--- src/rtl/mem_access_ctrl.sv ---
// mem_access_ctrl
// Bridges a single-outstanding CPU load/store port onto a 32-bit synchronous
// RAM (one cycle read latency). Handles byte/halfword/word sizes with
// little-endian lanes, sign/zero extension of loads, and read-modify-write
// for sub-word stores. Out-of-range word addresses are rejected with resp_err.
//
// Optional feature: define MISALIGN_CHECK_EN to reject misaligned halfword and
// word accesses. Without it, the low address bits are ignored (forced alignment).
//
// Ports:
//   clk, rst_n              clock (rising edge), asynchronous active-low reset
//   req_valid / req_ready   request handshake (ready only in IDLE)
//   req_we, req_addr,       store flag, byte address,
//   req_size, req_signed,   size (00 B, 01 H, 1x W), sign-extend loads,
//   req_wdata               right-aligned store data
//   resp_valid              one-cycle completion pulse
//   resp_rdata, resp_err    extended load data (held), rejection flag
//   ram_wren, ram_address,  RAM write enable, word address,
//   ram_data, ram_q         write data, read data (one cycle after address)
module mem_access_ctrl #(
    parameter int MEM_WORDS = 1024
) (
    input  logic        clk,
    input  logic        rst_n,
    input  logic        req_valid,
    output logic        req_ready,
    input  logic        req_we,
    input  logic [31:0] req_addr,
    input  logic [1:0]  req_size,
    input  logic        req_signed,
    input  logic [31:0] req_wdata,
    output logic        resp_valid,
    output logic [31:0] resp_rdata,
    output logic        resp_err,
    output logic        ram_wren,
    output logic [29:0] ram_address,
    output logic [31:0] ram_data,
    input  logic [31:0] ram_q
);

    typedef enum logic [1:0] {IDLE, RD_WAIT, RMW_WR, RESP} state_t;

    state_t      state_q, state_d;
    logic [31:0] cap_addr;
    logic [1:0]  cap_size;
    logic        cap_signed;
    logic [15:0] cap_wdata;   // only sub-word stores use the captured data
    logic        cap_err;
    logic [31:0] rdata_q, rdata_d;

    logic        accept, req_word, req_half, req_oor, req_misalign, req_bad;
    logic [7:0]  ld_b;
    logic [15:0] ld_h;
    logic [31:0] load_ext, merged;

    // ---------------- request decode ----------------
    assign req_ready = rst_n && (state_q == IDLE);
    assign accept    = req_valid && req_ready;
    assign req_word  = req_size[1];          // 11 behaves as word
    assign req_half  = (req_size == 2'b01);
    assign req_oor   = ({2'b00, req_addr[31:2]} >= 32'(MEM_WORDS));

`ifdef MISALIGN_CHECK_EN
    assign req_misalign = (req_half && req_addr[0]) ||
                          (req_word && (req_addr[1:0] != 2'b00));
`else
    assign req_misalign = 1'b0;
`endif

    assign req_bad = req_oor || req_misalign;

    // ---------------- load extraction (captured request, live ram_q) ----------------
    always_comb begin
        ld_b = ram_q[7:0];
        case (cap_addr[1:0])
            2'd0: ld_b = ram_q[7:0];
            2'd1: ld_b = ram_q[15:8];
            2'd2: ld_b = ram_q[23:16];
            2'd3: ld_b = ram_q[31:24];
            default: ld_b = ram_q[7:0];
        endcase
        ld_h = cap_addr[1] ? ram_q[31:16] : ram_q[15:0];
        case (cap_size)
            2'b00:   load_ext = {{24{cap_signed & ld_b[7]}}, ld_b};
            2'b01:   load_ext = {{16{cap_signed & ld_h[15]}}, ld_h};
            default: load_ext = ram_q;
        endcase
    end

    // ---------------- store merge for read-modify-write ----------------
    always_comb begin
        merged = ram_q;
        if (cap_size == 2'b00) begin
            case (cap_addr[1:0])
                2'd0: merged[7:0]   = cap_wdata[7:0];
                2'd1: merged[15:8]  = cap_wdata[7:0];
                2'd2: merged[23:16] = cap_wdata[7:0];
                2'd3: merged[31:24] = cap_wdata[7:0];
                default: merged = ram_q;
            endcase
        end else if (cap_addr[1]) begin
            merged[31:16] = cap_wdata;
        end else begin
            merged[15:0] = cap_wdata;
        end
    end

    // ---------------- next state / RAM outputs ----------------
    always_comb begin
        state_d     = state_q;
        ram_wren    = 1'b0;
        ram_address = cap_addr[31:2];
        ram_data    = merged;
        rdata_d     = rdata_q;
        case (state_q)
            IDLE: begin
                // Address is presented straight from the request so the RAM
                // read for loads/RMW starts in the accept cycle.
                ram_address = req_addr[31:2];
                ram_data    = req_wdata;
                if (accept) begin
                    if (req_bad) begin
                        state_d = RESP;
                        rdata_d = '0;
                    end else if (req_we && req_word) begin
                        ram_wren = 1'b1;
                        state_d  = RESP;
                        rdata_d  = '0;
                    end else if (req_we) begin
                        state_d = RMW_WR;
                    end else begin
                        state_d = RD_WAIT;
                    end
                end
            end
            RD_WAIT: begin
                rdata_d = load_ext;
                state_d = RESP;
            end
            RMW_WR: begin
                ram_wren = 1'b1;
                rdata_d  = '0;
                state_d  = RESP;
            end
            RESP:    state_d = IDLE;
            default: state_d = IDLE;
        endcase
        // Reset must kill a write immediately, not just at the next edge.
        if (!rst_n) ram_wren = 1'b0;
    end

    // ---------------- registers ----------------
    always_ff @(posedge clk or negedge rst_n) begin
        if (!rst_n) begin
            state_q    <= IDLE;
            cap_addr   <= '0;
            cap_size   <= '0;
            cap_signed <= 1'b0;
            cap_wdata  <= '0;
            cap_err    <= 1'b0;
            rdata_q    <= '0;
        end else begin
            state_q <= state_d;
            rdata_q <= rdata_d;
            if (accept) begin
                cap_addr   <= req_addr;
                cap_size   <= req_size;
                cap_signed <= req_signed;
                cap_wdata  <= req_wdata[15:0];
                cap_err    <= req_bad;
            end
        end
    end

    assign resp_valid = (state_q == RESP);
    assign resp_err   = resp_valid && cap_err;
    assign resp_rdata = rdata_q;

endmodule

--- config.mk ---
export PLATFORM = sky130hd
export DESIGN_NAME = mem_access_ctrl
export DESIGN_NICKNAME = d
export VERILOG_FILES = /design/src/rtl/mem_access_ctrl.sv
export SDC_FILE = /design/constraint.sdc
export NUM_CORES = 1
export LEC_CHECK = 0
export CORE_MARGIN = 3
export CORE_UTILIZATION = 25
export DETAILED_ROUTE_END_ITERATION = 16
export GPL_TIMING_DRIVEN = 0
export PLACE_DENSITY = 0.56
export SETUP_SLACK_MARGIN = 0.15
export SLEW_MARGIN = 40
export SYNTH_ARGS = -nofsm -noshare
export SYNTH_HDL_FRONTEND = slang
export SYNTH_SLANG_ARGS = --single-unit
--- constraint.sdc ---
create_clock -name clk -period 2 [get_ports clk]
set_input_delay 0.4 -clock clk [delete_from_list [all_inputs] [get_ports clk]]
set_output_delay 0.4 -clock clk [all_outputs]
set_load 0.01 [all_outputs]
After elaboration in Yosys (flattened, before gate mapping)
Cells that the tools add are included.

cells by class
  eq/ne operators = 9
  bitwise operators = 2
  divide/modulo/power cells = 0
  $lt $le $gt $ge = 1
  mux-type cells = 26
  add/subtract/negate cells = 0
  multipliers = 0
  shift-type cells = 0
  reduce and logical (&&, ||, !) cells = 10

operator list
  cell                    number
  $mux W32                5
  $pmux W32 S3            1
  $pmux W32 S2            1
  $mux W16                3
  $mux W8                 4
  $pmux W8 S4             1
  $ge A30 B11 Y1 const B  1
  $mux W30                1
  $eq A2 B2 Y1 const B    4
  $mux W2                 4
  $eq A2 B1 Y1 const B    3
  $logic_not A2 Y1        3
  $pmux W2 S3             1
  $logic_and A1 B1 Y1     4
  $mux W1                 4
  $ne A3 B2 Y1 const B    1
  $reduce_and A3 Y1       1
  $reduce_bool A3 Y1      1
  $and A1 B1 Y1           2
  $ne A2 B2 Y1 const B    1
  $pmux W1 S2             1
  $reduce_or A2 Y1        1

word-level totals
  output and inout bits = 98
  word-level logic and storage cells = 55
  bits in latches = 0
  memories = 0
  memory bits (writable) = 0
  input bits = 103
  register bits after elaboration = 86
  ROM bits = 0

Longest topological paths before layout
Gate-level depths: netlist of run 1.

  depth after elaboration = 6
  mapped depth = 7
  depth with buffers taken out = 6

Least setup slack after synthesis of run 1
No wires, ideal clock.

  path type = reg-to-output
  start point = reg state_q[0]
  end point = out ram_data[10]
  path slack = -0.107 ns
  arrival time = 1.707 ns
  required time = 1.600 ns
  path buffers = 3
  cell stages (with the launch flop) = 8
  cell sequence = dfrtp_1 > inv_1 > ha_1 > clkbuf_1 > buf_1 > clkbuf_1 > nand2_1 > o21ai_0

on the way
  cells in the longest elaborated chain, start to end = 2

RTL lines
  element                 RTL line  source
  start, declared         43        state_t state_q, state_d;
  start signal, assigned  163       state_q <= state_d;
  $logic_not A2 Y1        115       case (state_q)
  $mux W32                115
  end, declared           37        output logic [31:0] ram_data,

Every way passes these cells.

Final worst setup path of run 1
  start point = reg cap_size[1]
  end point = out ram_data[20]

on the way
  cells in the longest elaborated chain, start to end = 3

RTL lines
  element                 RTL line  source
  start, declared         45        logic [1:0] cap_size;
  start signal, assigned  167       cap_size <= req_size;
  $logic_not A2 Y1        93        if (cap_size == 2'b00) begin
  $mux W32                93
  $mux W32                115

Every way passes these cells.

==> results of run 1 <==
## state kept, by name, indices dropped and copies added (netlist names)
name and flops:
cap_addr 32, cap_wdata 16, resp_rdata 32, cap_signed 1, cap_size 2, cap_err 1, state_q 2
## final cells by class
| type | count | share of cell area, % |
|---|---|---|
| multi-input cells | 369 | 38.0 |
| well taps | 275 | 3.34 |
| inverters | 6 | 0.304 |
| clock inverters | 6 | 0.656 |
| clock buffers | 10 | 2.32 |
| plain buffers | 39 | 5.06 |
| repair buffers | 298 | 29.4 |
| flip-flops and latches | 86 | 20.9 |
## worst max-delay path by stage
stage	to	cells after the start
after floorplan	ram_data[1]	5
after global placement	ram_wren	7
after detailed placement	ram_wren	6
after CTS	ram_data[23]	7
after global routing	ram_data[20]	7
final	ram_data[20]	7
## per-stage QoR
step,hold WS [ps],instance area [µm²]
2_1_floorplan,104,5730
6_report,31.6,10300
4_1_cts,25.8,9950
3_5_place_dp,339,8110
5_1_grt,33.5,10300
3_3_place_gp,458,8080
## report_power, final
group / internal, mW / switching [mW]
sequential: 2.54 / 0.636
combinational: 7.98 / 5.78
clock: 1.01 / 0.777
total: 11.5 / 7.19
## logic make-up after synthesis
| family | after synthesis | synth area share (%) |
|---|---|---|
| AOI/OAI and AO/OA | 125 | 15.2 |
| adders and majority gates | 4 | 0.914 |
| buffers and inverters | 47 | 3.66 |
| DFF | 86 | 39.3 |
| muxes | 144 | 31.6 |
| and+or+nand+nor | 96 | 9.41 |
## cell usage after synthesis
library cell,instances
o31a_1,1
nand3_1,17
nor2_1,7
o21ai_2,1
a211oi_1,4
buf_2,7
clkbuf_1,23
mux4_2,8
or2_2,2
nor3_1,2
a21oi_1,4
clkinv_1,1
buf_4,2
o211ai_1,1
buf_6,1
ha_1,4
o21ai_0,56
dfrtp_1,86
buf_1,8
inv_1,5
and2_1,3
nor3b_1,1
nand2_1,36
o22ai_1,6
nor3b_4,1
nor4bb_1,1
nand3b_1,2
o2111ai_1,12
o21a_1,2
mux2i_1,17
a21oi_2,1
a211o_1,16
nand2b_1,6
a31oi_1,6
or4b_2,7
nor2b_1,4
mux2_4,10
nor4_1,7
o221ai_1,1
mux2_2,109
o2bb2ai_1,14
## timing repair
item,CTS,global route
hold buffers,1,0
hold endpoints to repair,39,0
pin swaps,31,22
gates cloned,5,2
setup endpoints to repair,128,96
gates resized for setup,526,72
buffers inserted,76,13
## worst max-delay path, stage by stage (launching register included)
cell     delay (ps)
dfrtp_2         450
or2_4           270
buf_8           120
o21ai_4         130
buf_12          180
mux2i_4         280
o21ai_1          80
buf_2           140
## per-layer routing
metal / vias to the layer above / share of wire, %
met5: - / 0.11
met4: 4 / 2.0
met3: 33 / 9.4
met2: 254 / 48
met1: 2801 / 41
li1: 2526 / -
==> metrics.txt, run 1 <==
crit-path max FO=8; Via density=5.16; global-route wire length before repair=36.2 mm; Setup TNS Final=-22740 ps; Final Instance Count excl. Fillers=1089; net count after synthesis=609; R2R depth=12; Detailed Route WL=24.5 mm; post-DP HPWL=17.2 mm; Seq/Total Area, Yosys=39.3%; Final period util=120%; met1 Usage GRT=24.9%; core area=21300 µm²; Mean Syn Cell Area=10.9 µm²; CTS root buf=clkbuf_16; most area-consuming cells after synthesis=dfrtp_1 (39%), mux2_2 (22%), o21ai_0 (5.1%), mux4_2 (3.3%), mux2i_1 (3.1%); Max clock buf depth=2; endpoints failing setup=96; status=complete, but fails checks; Leak=4.57 nW; Port Buf Inserts=200; number of global-route vias before repair=5914; die width=154 µm; Slew Viols, Final=0; Tot Pwr=18.7 mW; Data arrival, critical path=2000 ps; # nets final=916; commonest non-fill, non-tap cell in the layout=clkdlybuf4s50_1; FF-to-FF setup slack=-170 ps; die area=23700 µm²; Required @ worst endpoint=1600 ps; H-tree Lvls=3; Avg WL per Cell=22.5 µm; Max Freq=417 MHz; peak supply drop=0.000766 V; Tightest Pin Transition=473 ps; remaining antenna violation count=0; failing checks=setup timing; synth unique cells=41; Mapped Area=5480 µm²; Cell Rows=53; Layout Utilization=48.4%; most frequent cells in the layout=clkdlybuf4s50_1 (109), dfrtp_1 (84), buf_6 (82), mux2_4 (62), mux2_2 (57); pre-CTS setup slack=-1130 ps; Worst-Skew Late Latency=350 ps; DRC=0; RSZ-0062 raised after global routing=true; GR Util met2=32.5%; Worst Hold Class=input pin to async pin; total global-route track usage=19.9%; DRT iter0 DRCs=290; kind of critical path=flip-flop to primary output; register area=2150 µm²; Worst Clk Skew=10.3 ps; minimum clock period=2400 ps; area of the multi-input gates=3910 µm²; number of diodes=0; Layout area overhead=88.1%; # fillers=1865; height of the die=154 µm; Ys Warns=0; CTS tree=yes; share of cells above drive strength 1=53.4%; placed cells=978; Final GP Congestion=0.874; clock sink count=86; GR Layer Usage met3=7.29%; Slew headroom=68.5%; Clk pin slew, worst setup/hold paths=70 ps; synthesis-stage register bit count=86; CTS buffer count=9; Crit. End Element=primary output; Setup crit start kind=flip-flop; hold violation count in the final report=0; # IOs=201; worst setup path start=cap_size[1]; GR peak layer=met2; max cap viols=0; Worst Slack Setup Final=-399 ps; worst reg2reg path startpoint=state_q[0]; largest net degree at the start of global routing=40; initial core utilization=25.7%; post-synth top area share=39.3%; initial antenna violation count=2; PwrDens=1820 nW/µm²; Mapped Cells=502; Synth area leader=dfrtp_1; Via Count=5618; Critical R2R Capture=resp_rdata[8]; Overflow after GRT=0; Pre-antenna DRT Iters=4
Note: power is estimated with default switching activity, not from simulation.
==> run 2, diff against run 1 <==
- CORE_MARGIN: 3 -> 5
- HOLD_SLACK_MARGIN: unset -> 0.05
==> metrics.txt, run 2 (same netlist as run 1, synthesis figures left out) <==
RSZ-0062 raised after global routing=true; crit-path max FO=5; core area=21700 µm²; Cell Rows=54; largest net degree at the start of global routing=32; Worst Clk Skew=9.02 ps; Worst-Skew Late Latency=360 ps; R2R depth=11; # fillers=1995; Slew headroom=65.6%; WP buf/inv=3; Slew Viols, Final=0; PwrDens=1770 nW/µm²; CTS buffer count=9; clock sink count=86; Crit. End Element=primary output; post-DP HPWL=16.7 mm; Leak=4.42 nW; # nets final=897; minimum clock period=2390 ps; Final GP Congestion=0.826; share of cells above drive strength 1=51.4%; Port Buf Inserts=200; endpoints failing setup=96; Detailed Route WL=23.4 mm; CP max stage delay=450 ps; height of the die=158 µm; hold violation count in the final report=0; Max Freq=419 MHz; CTS root buf=clkbuf_16; initial core utilization=25.3%; CTS tree=yes; total global-route track usage=18.5%; Via Count=5389; Worst Slack Setup Final=-388 ps; Layout area overhead=83.0%; Max clock buf depth=2; commonest non-fill, non-tap cell in the layout=clkdlybuf4s50_1; Data arrival, critical path=1990 ps; area of the multi-input gates=3850 µm²; Tightest Pin Transition=515 ps; Required @ worst endpoint=1600 ps; CP Depth=7; initial antenna violation count=4; Placed Instance Area=8120 µm²; DRT iter0 DRCs=288; peak supply drop=0.000841 V; Avg WL per Cell=21.8 µm; Pre-antenna DRT Iters=4; placed cells=983; Final period util=119%; DRC=0; max cap viols=0; Layout Utilization=46.2%; most frequent cells in the layout=clkdlybuf4s50_1 (111), dfrtp_1 (84), buf_6 (67), mux2_4 (62), mux2_2 (57); die width=158 µm; global-route wire length before repair=34.8 mm; H-tree Lvls=3; # IOs=201; Setup crit start kind=flip-flop; remaining antenna violation count=0; CP max-delay cell=dfrtp_2; register area=2150 µm²; failing checks=setup timing; CP cell instances=or2_4 > buf_8 > o21ai_4 > buf_6 > mux2i_2 > o21ai_1 > buf_2; number of global-route vias before repair=5652; status=complete, but fails checks; die area=25000 µm²; Final Instance Count excl. Fillers=1075; Overflow after GRT=0; Clk pin slew, worst setup/hold paths=70 ps; Final Instance Area=10000 µm²; kind of critical path=flip-flop to primary output; CP top delay family=flip-flops; Worst Hold Class=input pin to async pin; Via density=5.01; number of diodes=0
## run 2: path summary, 6_finish.rpt
kind	endpoint	slack [ps]	from
min reg2reg	cap_err	480	cap_err
max	ram_data[19]	-390	cap_size[1]
min in group clk	cap_addr[14]	480	req_addr[14]
max in group asynchronous	cap_wdata[0]	1700	rst_n
min	cap_addr[29]	70	rst_n
max reg2reg	resp_rdata[8]	-100	state_q[1]
## run 2: worst min-delay path: stages
cell    delay (ps)
buf_12         110
buf_12         100
buf_12         180
## run 2: where the power goes
part	total (mW)	switching, mW	internal, mW
clock network	1.69	0.774	0.917
logic	12.9	5.51	7.43
registers	3.16	0.617	2.54
## run 2: stage by stage
stage               power [mW]  hold slack [ps]  worst slack (ps)  setup TNS, ps
finish                    17.8             71.2              -388         -20430
floorplan                 8.48              104               105              0
CTS                       17.0             80.2              -390         -18450
global placement          12.5              461             -4600        -643940
global route              18.8             91.2              -454         -26080
detailed placement        12.5              283              -943         -67160
## run 2: final cells by class
type                            count  area share (%)
Clock buffer                       12            2.56
Inverter                            6           0.387
Buffer                             40            5.16
Tap cell                          280            3.50
Timing Repair Buffer              278            28.1
Multi-Input combinational cell    369            38.5
Clock inverter                      4           0.300
Sequential cell                    86            21.5
## run 2: timing repair
action / CTS / global route
setup buffers: 51 / 13
hold buffers: 3 / 0
resized for setup: 511 / 43
endpoints found under the hold margin: 31 / 0
gates cloned: 7 / 3
setup endpoints to repair: 138 / 106
pin swaps: 25 / 14
## run 2: routing by layer
layer | part of all wire (%) | track usage (%) | routed length, µm | vias up
met5 | 0.15 | 0 | 35 | -
met4 | 1.5 | 3.86 | 353 | 6
met3 | 10 | 7.38 | 2350 | 30
met2 | 47 | 30.2 | 11100 | 210
met1 | 41 | 23.3 | 9640 | 2658
li1 | - | - | - | 2485
==> run 3, diff against run 2 <==
- GPL_TIMING_DRIVEN: 0 -> unset
- PLACE_DENSITY: 0.56 -> 0.54
- clock period: 2 -> 2.45 ns (I/O delays scaled with it)
==> metrics.txt, run 3 (same netlist as run 1, synthesis figures left out) <==
Overflow after GRT=0; RSZ-0062 raised after global routing=true; number of diodes=0; DRC=0; CP dominant cell by count=buf_6; worst reg2reg path startpoint=state_q[0]; post-DP HPWL=17.1 mm; # nets final=904; Required @ worst endpoint=1960 ps; Layout Utilization=43.7%; initial antenna violation count=4; core area=21700 µm²; share of cells above drive strength 1=50.1%; remaining antenna violation count=0; Via density=5.13; Clk pin slew, worst setup/hold paths=70 ps; CP max-delay cell=or4b_4; global-route wire length before repair=34.9 mm; commonest non-fill, non-tap cell in the layout=clkdlybuf4s50_1; Data arrival, critical path=1990 ps; Layout area overhead=73.2%; R2R depth=8; Port Buf Inserts=200; crit-path max FO=6; Tightest Pin Transition=754 ps; Pre-antenna DRT Iters=5; CTS root buf=clkbuf_16; PwrDens=1380 nW/µm²; Leak=4.24 nW; minimum clock period=2480 ps; Final GP Congestion=0.867; Via Count=5535; failing checks=setup timing; endpoints failing setup=4; CTS tree=yes; Detailed Route WL=23.7 mm; Max clock buf depth=2; Slew Viols, Final=0; hold violation count in the final report=0; CTS buffer count=9; status=complete, but fails checks; die area=25000 µm²; Slew headroom=49.8%; clock sink count=86; CP max stage delay=500 ps; CP cell instances=buf_6 > buf_6 > or4b_4 > o21ai_4 > o2bb2ai_2 > o21ai_1 > buf_2; peak supply drop=0.000566 V; die width=158 µm; height of the die=158 µm; Cell Rows=54; Crit. End Element=primary output; Worst Hold Class=input pin to async pin; Worst Clk Skew=9.72 ps; Worst Slack Setup Final=-25.3 ps; FF-to-FF setup slack=230 ps; Max Freq=404 MHz; Worst-Skew Late Latency=340 ps; max cap viols=0; number of global-route vias before repair=5811; DRT iter0 DRCs=289; initial core utilization=25.3%; Setup TNS Final=-44.0 ps; total global-route track usage=18.4%; largest net degree at the start of global routing=58; Critical R2R Capture=cap_size[1]; Avg WL per Cell=21.9 µm; kind of critical path=flip-flop to primary output; Final period util=101%; Setup crit start kind=flip-flop; # IOs=201; H-tree Lvls=3; most frequent cells in the layout=clkdlybuf4s50_1 (115), mux2_2 (97), buf_4 (92), dfrtp_1 (82), buf_2 (46)
[run 3: cell types whose count changed in the layout (fill, tap and decap cells not counted), moves of 8 or more]
cell	change
mux2_4	-40
buf_6	-31
dlygate4sd2_1	-16
clkbuf_8	-9
o21ai_2	-12
buf_2	+12
mux2_2	+40
dlymetal6s2s_1	+8
buf_4	+58
[run 3: critical path: cells and delay by family, from the launching register on]
family | cells | cell delay, ps
flip-flops | 1 | 450
AO/OA/AOI/OAI | 3 | 310
AND/OR/NAND/NOR | 1 | 500
buffers and inverters | 3 | 390
[run 3: per-layer routing]
| metal | global-route usage, % | wire, µm | share of wire, % |
|---|---|---|---|
| met4 | 6.42 | 695 | 2.9 |
| met5 | 0 | 58 | 0.25 |
| met3 | 6.37 | 2380 | 10 |
| met2 | 30.8 | 11500 | 49 |
| met1 | 22.1 | 9000 | 38 |
[run 3: worst max path at each step]
stage / startpoint / to / slack, ps / cells after the start
2_1_floorplan: state_q[0] / ram_data[10] / 250 / 7
3_3_place_gp: req_addr[28] / ram_wren / -650 / 7
4_1_cts: cap_size[1] / ram_data[14] / -40 / 7
5_1_grt: cap_size[1] / ram_data[14] / -90 / 7
6_report: cap_size[1] / ram_data[14] / -30 / 7
3_5_place_dp: req_addr[30] / ram_wren / -720 / 7
[run 3: timing repair]
item	in CTS	in global routing
setup endpoints to repair	96	100
buffers inserted	30	7
hold buffers	0	0
gates resized for setup	411	76
cloned	5	3
pin swaps	22	19
[run 3: area by class of cell]
cell class                 count  area (µm²)
multi-input combinational    369        3660
inverter                       6        22.5
clock buffer                  10         239
fill                        2033       12200
clock inverter                 4        25.0
sequential                    86        2160
tap                          280         350
timing repair buffer         325        3040
[run 3: metrics by stage]
stage	hold WS, ps	worst slack, ps	instances	area [µm²]	power (mW)
2_1_floorplan	194	253	502	5480	6.36
3_3_place_gp	458	-647	1022	8330	9.91
3_5_place_dp	472	-721	1022	8330	10.0
4_1_cts	116	-37.1	1071	9140	12.4
5_1_grt	138	-86.0	1080	9490	13.9
6_report	140	-25.3	1080	9490	13.1
[run 3: power by group]
group          internal (mW)  switching, mW  leakage (nW)
sequential              2.08          0.462          1.08
clock                  0.701          0.586         0.126
combinational           5.02           4.26          3.04
total                   7.81           5.30          4.24
